$ cat config.mk
export PLATFORM = sky130hd
export DESIGN_NAME = vector_decimator
export DESIGN_NICKNAME = d
export VERILOG_FILES = /design/src/rtl/vector_decimator.sv
export SDC_FILE = /design/constraint.sdc
export NUM_CORES = 1
export LEC_CHECK = 0
export BUFFER_PORTS_ARGS = -buffer_cell sky130_fd_sc_hd__buf_2
export CAP_MARGIN = 20
export CORE_ASPECT_RATIO = 1.5
export CORE_MARGIN = 5
export CORE_UTILIZATION = 35
export DETAILED_ROUTE_END_ITERATION = 10
export GPL_ROUTABILITY_DRIVEN = 0
export PLACE_DENSITY_LB_ADDON = 0.1
export SLEW_MARGIN = 10
export SYNTH_ARGS = -nofsm -noshare
export SYNTH_HDL_FRONTEND = slang
export SYNTH_SLANG_ARGS = --single-unit
$ cat constraint.sdc
create_clock -name clk -period 1.9 [get_ports clk]
set_input_delay 0.285 -clock clk [delete_from_list [all_inputs] [get_ports clk]]
set_output_delay 0.285 -clock clk [all_outputs]
set_load 0.01 [all_outputs]
$ cat src/rtl/vector_decimator.sv
`default_nettype none
// ============================================================================
//  Module   : vector_decimator
//  Purpose  : Halves each V-lane vector pairwise and packs two beats into one
//             output vector. Optional macro DECIMATE_AVG_EN enables averaging.
//  Revision : 1.0  initial release
// ============================================================================
module vector_decimator #(
    parameter int N = 8,
    parameter int V = 16
) (
    input  logic                 clk,
    input  logic                 rst_n,
    input  logic                 in_valid,
    output logic                 in_ready,
    input  logic [V-1:0][N-1:0]  A,
    input  logic                 mode,
    input  logic                 flush,
    output logic                 out_valid,
    input  logic                 out_ready,
    output logic [V-1:0][N-1:0]  Result,
    output logic                 out_partial
);

    localparam int H = V / 2;

    typedef enum logic [1:0] {
        EMPTY = 2'd0,
        HALF  = 2'd1,
        FULL  = 2'd2
    } state_t;

    state_t                r_state;
    logic [H-1:0][N-1:0]   w_red;
    logic                  w_accept;

    generate
        for (genvar k = 0; k < H; k++) begin : g_lane
`ifdef DECIMATE_AVG_EN
            // N+1 bit sum keeps the carry so the rounded average never wraps
            logic [N:0] w_sum;
            assign w_sum    = {1'b0, A[2*k]} + {1'b0, A[2*k+1]} + (N+1)'(1);
            assign w_red[k] = mode ? w_sum[N:1] : A[2*k];
`else
            assign w_red[k] = A[2*k];
`endif
        end
    endgenerate

`ifndef DECIMATE_AVG_EN
    logic w_unused_ok;
    assign w_unused_ok = mode ^ (^A);
`endif

    assign in_ready = (r_state != FULL) || out_ready;
    assign w_accept = in_valid && in_ready;

    always_ff @(posedge clk or negedge rst_n) begin
        if (!rst_n) begin
            r_state     <= EMPTY;
            Result      <= '0;
            out_valid   <= 1'b0;
            out_partial <= 1'b0;
        end else begin
            case (r_state)
                EMPTY: begin
                    if (w_accept) begin
                        Result[H-1:0] <= w_red;
                        r_state       <= HALF;
                    end
                end
                HALF: begin
                    // A beat arriving together with flush completes the vector
                    if (w_accept) begin
                        Result[V-1:H] <= w_red;
                        out_valid     <= 1'b1;
                        out_partial   <= 1'b0;
                        r_state       <= FULL;
                    end else if (flush) begin
                        Result[V-1:H] <= '0;
                        out_valid     <= 1'b1;
                        out_partial   <= 1'b1;
                        r_state       <= FULL;
                    end
                end
                FULL: begin
                    if (out_ready) begin
                        out_valid   <= 1'b0;
                        out_partial <= 1'b0;
                        if (w_accept) begin
                            Result[H-1:0] <= w_red;
                            r_state       <= HALF;
                        end else begin
                            r_state       <= EMPTY;
                        end
                    end
                end
                default: begin
                    r_state     <= EMPTY;
                    out_valid   <= 1'b0;
                    out_partial <= 1'b0;
                end
            endcase
        end
    end

endmodule
`default_nettype wire

== Word-level counts from Yosys, hierarchy flattened ==
Cells that the tools add are included.
Storage, ports and cells
  register bits: 132
  input port bits: 134
  output and inout bits: 131
Operators by class
  equality and inequality tests: 6
  multiplexer cells: 17
  bitwise gates (word level): 1
  reduce and logical (&&, ||, !) cells: 9
Operators with widths (number)
  $mux 64: 4
  $pmux 64 s2: 1
  $mux 2: 4
  $ne 2x2->1 const B: 3
  $pmux 1 s3: 2
  $pmux 2 s3: 1
  $reduce_and 3->1: 2
  $mux 1: 5
  $reduce_and 2->1: 2
  $reduce_bool 2->1: 2
  $ne 3x3->1 const B: 1
  $eq 2x1->1 const B: 1
  $eq 2x2->1 const B: 1
  $logic_not 2->1: 1
  $logic_and 1x1->1: 1
  $logic_or 1x1->1: 1
  $not 1->1: 1

== Longest topological paths before layout ==
  depth after elaboration: 6
  mapped depth: 5

== Worst setup path after synthesis ==
OpenSTA, ideal clock, no wires.
  kind: register to register
  start: reg r_state[1]
  end: reg Result[0] (netlist bit)
  arrival time: 1.235 ns
  data required time: 1.773 ns
  slack: 0.538 ns
  stages on the path, launching flop included: 6
  path buffers: 2
  clock period less this slack: 1.362 ns
  cell sequence: dfrtp_1 inv_2 o211ai_2 buf_4 buf_6 mux2_1
Between the ends
  longest elaborated chain between the ends: 6
  elaborated cells on any way between the ends: 11
  classes of those cells: 3 x eq/ne; 3 x mux; 5 x reduce/logical
Ends and longest elaborated chain
  start: declaration: line 33  | state_t r_state;
  start signal: assignment: line 60  | r_state <= EMPTY;
  start signal: assignment: line 69  | r_state <= HALF;
  start signal: assignment: line 78  | r_state <= FULL;
  $ne 2x2->1: line 55  | assign in_ready = (r_state != FULL) || out_ready;
  $logic_or 1x1->1: line 55
  $logic_and 1x1->1: line 56  | assign w_accept = in_valid && in_ready;
  $mux 64 (2 in series)
  $pmux 64 s2: line 65  | case (r_state)
  end signal: indexed assignment: line 68  | Result[H-1:0] <= w_red;
  end signal: indexed assignment: line 75  | Result[V-1:H] <= w_red;
  end signal: indexed assignment: line 91  | Result[H-1:0] <= w_red;
  end: declaration: line 21  | output logic [V-1:0][N-1:0] Result,
Parallel ways exist; a longest one is shown, timed or not. The select of a mux whose other input is x is not followed.
A chain may end at the register's enable or synchronous reset.

== Final worst setup path ==
  start: reg r_state[1]
  end: reg Result[23] (netlist bit)
The elaborated chain is that of the path after synthesis.

==> metrics.md <==
| Metric | Value |
|---|---|
| Run status | finished clean |
| Critical Path AT | about 1800 ps |
| Initial antenna violation count | 0 |
| Die H | 154 um |
| DIE AREA | 0.0163 mm2 |
| Core area | 0.0135 mm2 |
| Mean area per synthesized cell | 16.3 um2 |
| Top Family by Delay on Critical Path | flip-flops |
| Worst path max stage delay | 410 ps |
| Critical setup path kind | reg2reg |
| Static Leakage | 3.37 nW |
| Vias in the first global route | approximately 3800 |
| Routed len/inst | between 15 and 20 um |
| Initial DRC count | 104 |
| Ant diodes | 0 |
| Worst Path Buf+Inv | 2 |
| Die W | 106 um |
| DRC | 0 |
| Final worst slack | approximately 400 ps |
| Clk slew on worst S/H paths | 60 ps |
| Clk Latency, worst-skew pair | 410 ps |
| Largest net degree at the start of global routing | 39 |
| Row Count | 52 |
| Synth cell types | 19 |
| Post-place setup slack | 402 ps |
| CP cell instances | inv_2 > o211ai_4 > buf_12 > mux2_2 |
| Peak VDD IR | 0.782 mV |
| Max-cap check violation count | 0 |
| Worst Path Max Fanout | 37 |
| Critical-path top delay cell | dfrtp_1 |
| Starting Density | 0.358 |
| Final min period | around 1500 ps |
| Unrepaired setup endpoints after global routing | false |
| Worst Skew | 6.06 ps |
| Nets | 640 |
| DR pass1 iterations | 4 |
| Setup TNS | 0 ps |
| Fillcell total | 1261 |
| Antenna viol nets, final | 0 |
| CTS root buffer | clkbuf_16 |
| Maximum clock rate | about 0.66 GHz |
| Final hold vios | 0 |
| Syn. warnings | 0 |
| Clk sink count | 132 |
| Worst setup EP type | flip-flop |
| Pin slew with the least headroom to its limit | 464 ps |
| PwrDens | 1690 mW/mm2 |
| Final Slew Violations | 0 |
| Post-Route WL | 12600 um |
| First-pass GRT wire length | about 20000 um |
| CP startpoint kind | flip-flop |
| Detailed-route via count | 3379 |
| Fraction of layout cells with a size suffix above 1 | 0.499 |
| Overflow after GRT | 0 |
| Clock Tree Buf Depth | 2 |
| Syn_nets | around 430 |
| Mapped cell area | 0.00484 mm2 |
| Sequential element share of the synthesized area | 0.682 |
| WP data required | 2180 ps |
| Num ports | roughly 270 |
| H-tree depth | 4 |
| Class of the worst hold path | in2reg |
| Post_cts resized | 0 |
| Period utilisation layout | 0.792 |
| Area growth syn-to-layout | 36.5% |
| DR vias/cell | 4.96 |
| Post-synthesis cell count | 297 |
| Total track usage | 0.158 |
| TritonCTS clock tree | built |
| Post-DP HPWL | 8800 um |
| Synth Register Bits | 132 |
| Port Buffers | 199 |
| Final setup violating endpoints | 0 |
| Relative max-transition margin | 0.689 |
| CTS Buf Count | 17 |
==> layout by cell type, fill, tap and decap left out <==
cell type,synthesis,final
and3_2,0,1
clkinv_4,0,2
buf_4,1,4
a21oi_1,1,1
o41ai_1,1,1
inv_6,0,3
nor2_1,2,2
dfrtp_1,132,132
clkinvlp_4,0,7
nand2_1,4,4
clkinv_2,0,2
o211ai_1,1,1
buf_12,0,8
inv_1,1,1
nand3_1,1,1
clkbuf_1,2,1
o211ai_4,0,1
clkbuf_16,0,17
mux2_2,15,15
buf_2,7,198
mux2_1,49,49
o21ai_0,2,2
a22o_1,64,64
dlygate4sd3_1,0,1
inv_2,1,1
==> cells in the mapped netlist (all sizes together) <==
cell type / n / area [um2]
o211ai: 2 / 20.0
nor2: 2 / 7.51
buf: 19 / 166
o21ai: 2 / 10.0
a21oi: 1 / 5.00
and3: 1 / 6.26
dfrtp: 132 / 3300
o41ai: 1 / 8.76
mux2: 64 / 721
inv: 2 / 7.50
a22o: 64 / 561
nand2: 4 / 15.0
clkbuf: 2 / 7.51
nand3: 1 / 5.00
==> through the flow <==
step	cells	utilization	area, um2	power (mW)	hold slack (ps)
6_report	681	0.488	6610	11.2	102
5_1_grt	681	0.488	6610	11.9	95.2
3_3_place_gp	648	0.448	6060	8.28	251
4_1_cts	681	0.488	6610	11.4	75.3
3_5_place_dp	648	0.448	6060	8.34	264
2_1_floorplan	297	-	4840	6.51	-10.6
==> report_power, final <==
part / leakage (nW) / switching, mW / internal (mW)
logic: 1.51 / 1.85 / 1.76
registers: 1.62 / 0.610 / 4.00
clock network: 0.241 / 1.27 / 1.67
total: 3.37 / 3.73 / 7.43
==> routing by layer <==
metal,routed length [um],global-route usage
met1,5180,0.185
met2,6420,0.270
met3,914,0.0566
met4,131,0.0537
met5,0,0
==> registers in the layout, indices dropped and copies added, names as in the netlist <==
| register | flops |
|---|---|
| out_valid | 1 |
| Result | 128 |
| out_partial | 1 |
| r_state | 2 |
==> what timing repair did <==
action | CTS | global route
setup buffers | 0 | 0
hold buffers | 1 | 0
hold endpoints to repair | 30 | 0
setup endpoints to repair | 0 | 0
==> worst paths after layout <==
| path | from | end | slack (ps) | cells after the start |
|---|---|---|---|---|
| worst max register to register | r_state[1] | Result[23] | 400 | 4 |
| max in group asynchronous | rst_n | Result[96] | 780 | 4 |
| worst min-delay path | flush | r_state[0] | 100 | 2 |
| min in group asynchronous | rst_n | Result[6] | 370 | 2 |
| worst max-delay path | r_state[1] | Result[23] | 400 | 4 |
| worst min register to register | Result[2] | Result[2] | 480 | 1 |
==> final cells by class <==
type,count,area (um2),share of cell area
Clock inverter,14,106,0.0161
Tap cell,162,203,0.0307
Sequential cell,132,3300,0.500
Timing Repair Buffer,211,1190,0.180
Multi-Input combinational cell,142,1370,0.207
Inverter,2,7.51,0.00114
Clock buffer,18,429,0.0649
==> cells by family after synthesis <==
group / share of synthesized area
buffers and inverters: 0.0375
AOI/OAI and AO/OA: 0.125
muxes: 0.149
and+or+nand+nor: 0.00697
DFF: 0.682
Note: power is estimated with default switching activity, not from simulation.
